## config.mk

```make
export PLATFORM = sky130hd
export DESIGN_NAME = cache_mem_arbiter
export DESIGN_NICKNAME = d
export VERILOG_FILES = /design/src/rtl/cache_mem_pkg.sv /design/src/rtl/mem_burst_gen.sv /design/src/rtl/cache_mem_arbiter.sv
export SDC_FILE = /design/constraint.sdc
export NUM_CORES = 1
export LEC_CHECK = 0
export CAP_MARGIN = 15
export CORE_MARGIN = 2
export CORE_UTILIZATION = 29
export DETAILED_ROUTE_END_ITERATION = 8
export PLACE_DENSITY = 0.77
export RECOVER_POWER = 25
export SYNTH_ARGS = -nofsm -noshare
export SYNTH_HDL_FRONTEND = slang
export SYNTH_HIERARCHICAL = 1
export SYNTH_SLANG_ARGS = --single-unit
```

## constraint.sdc

```tcl
create_clock -name clk -period 2 [get_ports clk]
set_input_delay 0.4 -clock clk [delete_from_list [all_inputs] [get_ports clk]]
set_output_delay 0.4 -clock clk [all_outputs]
set_load 0.02 [all_outputs]
```

## src/rtl/cache_mem_pkg.sv

```systemverilog
// Shared types and constants for the cache/main-memory arbiter.
// Contents: arbiter FSM state enum, fill owner enum, burst geometry
// constants and the burst word-address helper.
package cache_mem_pkg;

  localparam int DATA_W      = 16;
  localparam int ADDR_W      = 16;
  localparam int BURST_LEN   = 8;
  localparam int MEM_LATENCY = 4;
  localparam int WORD_IDX_W  = 3;
  // Block base = addr[15:4]: word index (3 bits) plus byte-in-word bit below it.
  localparam int BASE_W      = ADDR_W - WORD_IDX_W - 1;

  typedef enum logic [1:0] {
    ST_IDLE    = 2'd0,
    ST_WRITE   = 2'd1,
    ST_IC_FILL = 2'd2,
    ST_DC_FILL = 2'd3
  } arb_state_t;

  typedef enum logic {
    FILL_IC = 1'b0,
    FILL_DC = 1'b1
  } fill_owner_t;

  function automatic logic [ADDR_W-1:0] burst_word_addr(
    input logic [BASE_W-1:0]     base,
    input logic [WORD_IDX_W-1:0] idx
  );
    return {base, idx, 1'b0};
  endfunction

endpackage

```

## src/rtl/mem_burst_gen.sv

```systemverilog
// Burst address generator and return counter for one cache block fill.
// Ports:
//   clk, rst        clock, synchronous active-high reset
//   start           grant pulse: latch block base, clear counters
//   start_base      block base address (addr[15:4]) of the granted fill
//   fill_active     arbiter is in a fill state
//   ret_valid       read data returned to the owning cache this cycle
//   issue_active    a burst read is issued this cycle
//   issue_addr      word address of the read being issued
//   burst_done      the last word of the block is returning this cycle
module mem_burst_gen
  import cache_mem_pkg::*;
(
  input  logic              clk,
  input  logic              rst,
  input  logic              start,
  input  logic [BASE_W-1:0] start_base,
  input  logic              fill_active,
  input  logic              ret_valid,
  output logic              issue_active,
  output logic [ADDR_W-1:0] issue_addr,
  output logic              burst_done
);

  logic [BASE_W-1:0]     base_q;
  logic [WORD_IDX_W-1:0] issue_idx_q, issue_idx_d;
  logic                  issue_done_q, issue_done_d;
  logic [WORD_IDX_W-1:0] ret_cnt_q, ret_cnt_d;

  localparam logic [WORD_IDX_W-1:0] LAST_IDX = WORD_IDX_W'(BURST_LEN - 1);

  // Base is pure data: captured on grant, never reset.
  always_ff @(posedge clk) begin
    if (start) begin
      base_q <= start_base;
    end
  end

  always_comb begin
    issue_idx_d  = issue_idx_q;
    issue_done_d = issue_done_q;
    ret_cnt_d    = ret_cnt_q;
    if (start) begin
      issue_idx_d  = '0;
      issue_done_d = 1'b0;
      ret_cnt_d    = '0;
    end else if (fill_active) begin
      if (issue_active) begin
        // Index saturates on the last word; issue_done stops further reads.
        if (issue_idx_q == LAST_IDX) begin
          issue_done_d = 1'b1;
        end else begin
          issue_idx_d = issue_idx_q + 1'b1;
        end
      end
      if (ret_valid) begin
        ret_cnt_d = ret_cnt_q + 1'b1;
      end
    end
  end

  always_ff @(posedge clk) begin
    if (rst) begin
      issue_idx_q  <= '0;
      issue_done_q <= 1'b0;
      ret_cnt_q    <= '0;
    end else begin
      issue_idx_q  <= issue_idx_d;
      issue_done_q <= issue_done_d;
      ret_cnt_q    <= ret_cnt_d;
    end
  end

  assign issue_active = fill_active & ~issue_done_q;
  assign issue_addr   = burst_word_addr(base_q, issue_idx_q);
  assign burst_done   = ret_valid & (ret_cnt_q == LAST_IDX);

endmodule

```

## src/rtl/cache_mem_arbiter.sv

```systemverilog
// Arbiter between the I-cache / D-cache fill FSMs and a single pipelined
// main memory. Grants block fills (8-word read bursts) and D-cache
// write-through stores, and routes returning read data to the fill owner.
// Ports:
//   clk, rst                         clock, synchronous active-high reset
//   ic_read_req, ic_addr             I-cache fill request / miss address
//   ic_mem_data, ic_mem_valid        fill data to I-cache
//   ic_wait                          I-cache request pending, not granted
//   dc_read_req, dc_addr             D-cache fill request / miss or store address
//   dc_write_req, dc_wdata           D-cache write-through store
//   dc_mem_data, dc_mem_valid        fill data to D-cache
//   dc_write_done                    one-cycle pulse: store issued
//   dc_wait                          D-cache request pending
//   mem_enable, mem_wr, mem_addr,
//   mem_wdata                        memory command
//   mem_rdata, mem_rdata_valid       memory read return
// Configuration macro: ARB_ROUND_ROBIN_EN
//   undefined: fixed priority dc_write_req > dc_read_req > ic_read_req
//   defined:   write highest; simultaneous fill requests alternate owners
module cache_mem_arbiter
  import cache_mem_pkg::*;
(
  input  logic              clk,
  input  logic              rst,
  input  logic              ic_read_req,
  input  logic [ADDR_W-1:0] ic_addr,
  output logic [DATA_W-1:0] ic_mem_data,
  output logic              ic_mem_valid,
  output logic              ic_wait,
  input  logic              dc_read_req,
  input  logic [ADDR_W-1:0] dc_addr,
  input  logic              dc_write_req,
  input  logic [DATA_W-1:0] dc_wdata,
  output logic [DATA_W-1:0] dc_mem_data,
  output logic              dc_mem_valid,
  output logic              dc_write_done,
  output logic              dc_wait,
  output logic              mem_enable,
  output logic              mem_wr,
  output logic [ADDR_W-1:0] mem_addr,
  output logic [DATA_W-1:0] mem_wdata,
  input  logic [DATA_W-1:0] mem_rdata,
  input  logic              mem_rdata_valid
);

  arb_state_t        state_q, state_d;
  logic              start;
  logic [BASE_W-1:0] start_base;
  logic              fill_active;
  logic              issue_active;
  logic [ADDR_W-1:0] issue_addr;
  logic              burst_done;
  logic              unused_addr_bits;

  // Byte-in-block bits of the fill address and the store byte bit are not used.
  assign unused_addr_bits = ^{ic_addr[3:0], dc_addr[0]};

`ifdef ARB_ROUND_ROBIN_EN
  fill_owner_t last_fill_q;

  // Reset behaves as if the D-cache had the previous fill, so the first
  // contested grant after reset goes to the I-cache.
  always_ff @(posedge clk) begin
    if (rst) begin
      last_fill_q <= FILL_DC;
    end else if (start) begin
      last_fill_q <= (state_d == ST_IC_FILL) ? FILL_IC : FILL_DC;
    end
  end
`endif

  always_ff @(posedge clk) begin
    if (rst) begin
      state_q <= ST_IDLE;
    end else begin
      state_q <= state_d;
    end
  end

  always_comb begin
    state_d = state_q;
    case (state_q)
      ST_IDLE: begin
        if (dc_write_req) begin
          state_d = ST_WRITE;
        end else if (dc_read_req && ic_read_req) begin
`ifdef ARB_ROUND_ROBIN_EN
          state_d = (last_fill_q == FILL_DC) ? ST_IC_FILL : ST_DC_FILL;
`else
          state_d = ST_DC_FILL;
`endif
        end else if (dc_read_req) begin
          state_d = ST_DC_FILL;
        end else if (ic_read_req) begin
          state_d = ST_IC_FILL;
        end
      end
      ST_WRITE: state_d = ST_IDLE;
      ST_IC_FILL, ST_DC_FILL: begin
        if (burst_done) begin
          state_d = ST_IDLE;
        end
      end
      default: state_d = ST_IDLE;
    endcase
  end

  assign start       = (state_q == ST_IDLE) &&
                       ((state_d == ST_IC_FILL) || (state_d == ST_DC_FILL));
  assign start_base  = (state_d == ST_IC_FILL) ? ic_addr[ADDR_W-1:4] : dc_addr[ADDR_W-1:4];
  assign fill_active = (state_q == ST_IC_FILL) || (state_q == ST_DC_FILL);

  mem_burst_gen u_burst (
    .clk          (clk),
    .rst          (rst),
    .start        (start),
    .start_base   (start_base),
    .fill_active  (fill_active),
    .ret_valid    (ic_mem_valid | dc_mem_valid),
    .issue_active (issue_active),
    .issue_addr   (issue_addr),
    .burst_done   (burst_done)
  );

  always_comb begin
    mem_enable    = 1'b0;
    mem_wr        = 1'b0;
    mem_addr      = '0;
    mem_wdata     = '0;
    dc_write_done = 1'b0;
    case (state_q)
      ST_WRITE: begin
        mem_enable    = 1'b1;
        mem_wr        = 1'b1;
        mem_addr      = {dc_addr[ADDR_W-1:1], 1'b0};
        mem_wdata     = dc_wdata;
        dc_write_done = 1'b1;
      end
      ST_IC_FILL, ST_DC_FILL: begin
        if (issue_active) begin
          mem_enable = 1'b1;
          mem_addr   = issue_addr;
        end
      end
      default: ;
    endcase
  end

  // Returns outside a fill (IDLE/WRITE, stale after reset) are dropped.
  assign ic_mem_valid = mem_rdata_valid & (state_q == ST_IC_FILL);
  assign dc_mem_valid = mem_rdata_valid & (state_q == ST_DC_FILL);
  assign ic_mem_data  = mem_rdata;
  assign dc_mem_data  = mem_rdata;

  assign ic_wait = ic_read_req & (state_q != ST_IC_FILL);
  assign dc_wait = (dc_read_req & (state_q != ST_DC_FILL)) | (dc_write_req & ~dc_write_done);

endmodule
```

==> results_dict.tcl <==
set metrics [dict create \
    status "completed" \
    post-route-util_pct 43.5 \
    avgRoutedWirePerCell_um 13.3 \
    critPathRequiredTime_ns 2.01 \
    worstPathArrival_ns 1.96 \
    grt_usage_pct 11.9 \
    grt_pass1_vias 1268 \
    n_antenna_cell 0 \
    clock_path_buffers 2 \
    ant_nets 0 \
    tns_ns 0 \
    p_per_area_mw_per_mm2 544 \
    yosysSeqAreaShare_pct 32.9 \
    worst_skew_pair.late_latency_ns 0.25 \
    ys.flop_type "edfxtp_1" \
    drtIter0Drc 22 \
    grt_pass1_wl_mm 6.02 \
    cts_tree "yes" \
    rsz0062_at_grt "true" \
    numCtsBuffers 3 \
    initial_core_util_pct 30.0 \
    synth_edf_count 12 \
    fin_nets 299 \
    synth_seq_cells 21 \
    numPortBuffers 86 \
    max_freq_ghz 0.512 \
    grt_max_degree 35 \
    cpMaxStageDelayCell "or4b_4" \
    clock_skew_ns 0.00408 \
    fin_crit_sh_pct 97.7 \
    drc_errors 0 \
    slew_violations 0 \
    cp_cell_sequence "buf_6 -> or4b_4 -> a21oi_4 -> clkbuf_16 -> mux2_4" \
    path_clk_slew_ns 0.08 \
    syn2layout_area_growth_pct 45.0 \
    critical_path.max_fanout 6 \
    async_flop_share_pct 0 \
    drive_gt1_share_pct 36.2 \
    cts_hold_buf 0 \
    cp_top_family "simple AND/OR/NAND/NOR gates" \
    cts_sinks 21 \
    routed_wl_mm 3.92 \
    hpwl_mm 2.99 \
    synth.distinct_cells 33 \
    crit_path_start_kind "register" \
    gp_congestion 0.691 \
    overflow 0 \
    power_mw 1.30 \
    yosysWarningCount 6 \
    antenna_found_initial 0 \
    die_w_um 79.3 \
    endpoint_kind "register" \
    synth_area_per_cell_sq_um 10.3 \
    vias 1310 \
    cts-htree-levels 1 \
    ioPinCount 141 \
    synth_area_sq_mm 0.00164 \
    syn_inst 159 \
    vias_per_cell 4.43 \
    core_sq_mm 0.00547 \
    die_area_sq_mm 0.00628 \
    hold_viol_final 0 \
    drtPass1Iterations 4 \
    die_y_um 79.3 \
    leakage_nw 1.07 \
    period_minus_slack_ns 1.95 \
    fin_area_sq_mm 0.00238 \
    path_buf_inv 2 \
    ir_worst_vdd_v 0.000274 \
    synth_nets 233 \
    place_area_sq_mm 0.00245 \
    rows 27 \
    drv_cap 0 \
    path_class "register to register" \
    cp_slowest_stage_delay_ns 0.52 \
    hp-class "register to register" \
    cts_root_buf "clkbuf_8" \
    setup_viol 0 \
]
## cell usage in the layout, fill, tap and decap left out, types with 5 or more instances in the layout
cell type,count
clkdlybuf4s50_1,45
clkbuf_2,31
and2_1,18
a22o_1,15
buf_4,12
edfxtp_1,12
mux2_4,11
a21oi_1,7
dlygate4sd2_1,7
dfxtp_1,7
nor2_1,5
nor3b_1,5
## through the flow
| step | instances | hold WS [ns] | worst slack, ns |
|---|---|---|---|
| after floorplan | 159 | 0.469 | -0.0170 |
| after CTS | 294 | 0.570 | -0.00552 |
| final | 296 | 0.537 | 0.0460 |
| after detailed placement | 290 | 0.558 | -0.299 |
| after global routing | 296 | 0.567 | 0.00368 |
| after global placement | 290 | 0.532 | -0.277 |
## cell usage after synthesis (2+ instances only)
master | n | area share [%]
and2_1 | 18 | 6.9
clkbuf_1 | 4 | 0.91
a21bo_2 | 3 | 1.8
mux2_2 | 5 | 3.4
buf_2 | 3 | 0.91
dfxtp_1 | 9 | 11
buf_4 | 34 | 16
nor3b_1 | 5 | 2.3
a21oi_1 | 7 | 2.1
nand3_1 | 2 | 0.61
edfxtp_1 | 12 | 22
or2_2 | 2 | 0.76
ha_1 | 4 | 3.0
nand3b_1 | 2 | 0.91
inv_1 | 3 | 0.69
a22o_1 | 15 | 8.0
nor2_1 | 6 | 1.4
mux2_4 | 10 | 9.1
## path summary, 6_finish.rpt
path,from,endpoint,slack (ns),depth (start not counted)
worst max register to register,state_q[1],u_burst/base_q[7],0.05,5
worst min register to register,u_burst/ret_cnt_q[0],u_burst/ret_cnt_q[0],0.54,2
worst max-delay path,state_q[1],u_burst/base_q[7],0.05,5
worst min-delay path,u_burst/ret_cnt_q[0],u_burst/ret_cnt_q[0],0.54,2
## sequential cells by signal, indices dropped and copies added, names as in the netlist
register              cells
u_burst/base_q           12
u_burst/issue_idx_q       3
u_burst/ret_cnt_q         3
state_q                   2
u_burst/issue_done_q      1
## routing by layer
layer,part of all wire (%),global-route usage (%),wire length (um),up-vias
met3,10,4.20,412,4
met5,0,0,0,-
met4,0.41,2.24,16,0
met2,50,21.4,1960,46
met1,39,13.7,1540,605
li1,-,-,-,655
## report_power, final
group	leakage (nW)	total (mW)	internal, mW	switching [mW]
Clock	0.0255	0.273	0.138	0.135
Combinational	0.863	0.520	0.284	0.235
Sequential	0.186	0.503	0.492	0.0106
## cell families after synthesis
group / share of synthesized area [%]
buf+inv: 20.0
other cells: 0.228
fa+ha+maj: 3.05
compound gates: 13.4
simple gates: 17.3
flops: 32.9
mux: 13.2
## what timing repair did
action | in CTS | in global routing
setup buffers | 0 | 1
pin swaps | 0 | 2
setup endpoints to repair | 40 | 44
resized for setup | 50 | 61
cloned | 0 | 1
## final cells by class
type / instances / area, sq um
Fill cell: 542 / 3090
Timing Repair Buffer: 104 / 903
Multi-Input combinational cell: 92 / 788
Sequential cell: 21 / 543
Tap cell: 72 / 90.1
Clock buffer: 3 / 41.3
Inverter: 3 / 11.3
Clock inverter: 1 / 5.00
## worst reg2reg max path: cells and delay by family (launching register included)
kind / cells / cell delay, ns
simple gates: 1 / 0.52
flops: 1 / 0.34
buf+inv: 2 / 0.32
mux: 1 / 0.29
compound gates: 1 / 0.23
Power figures use the tool's default switching activity.
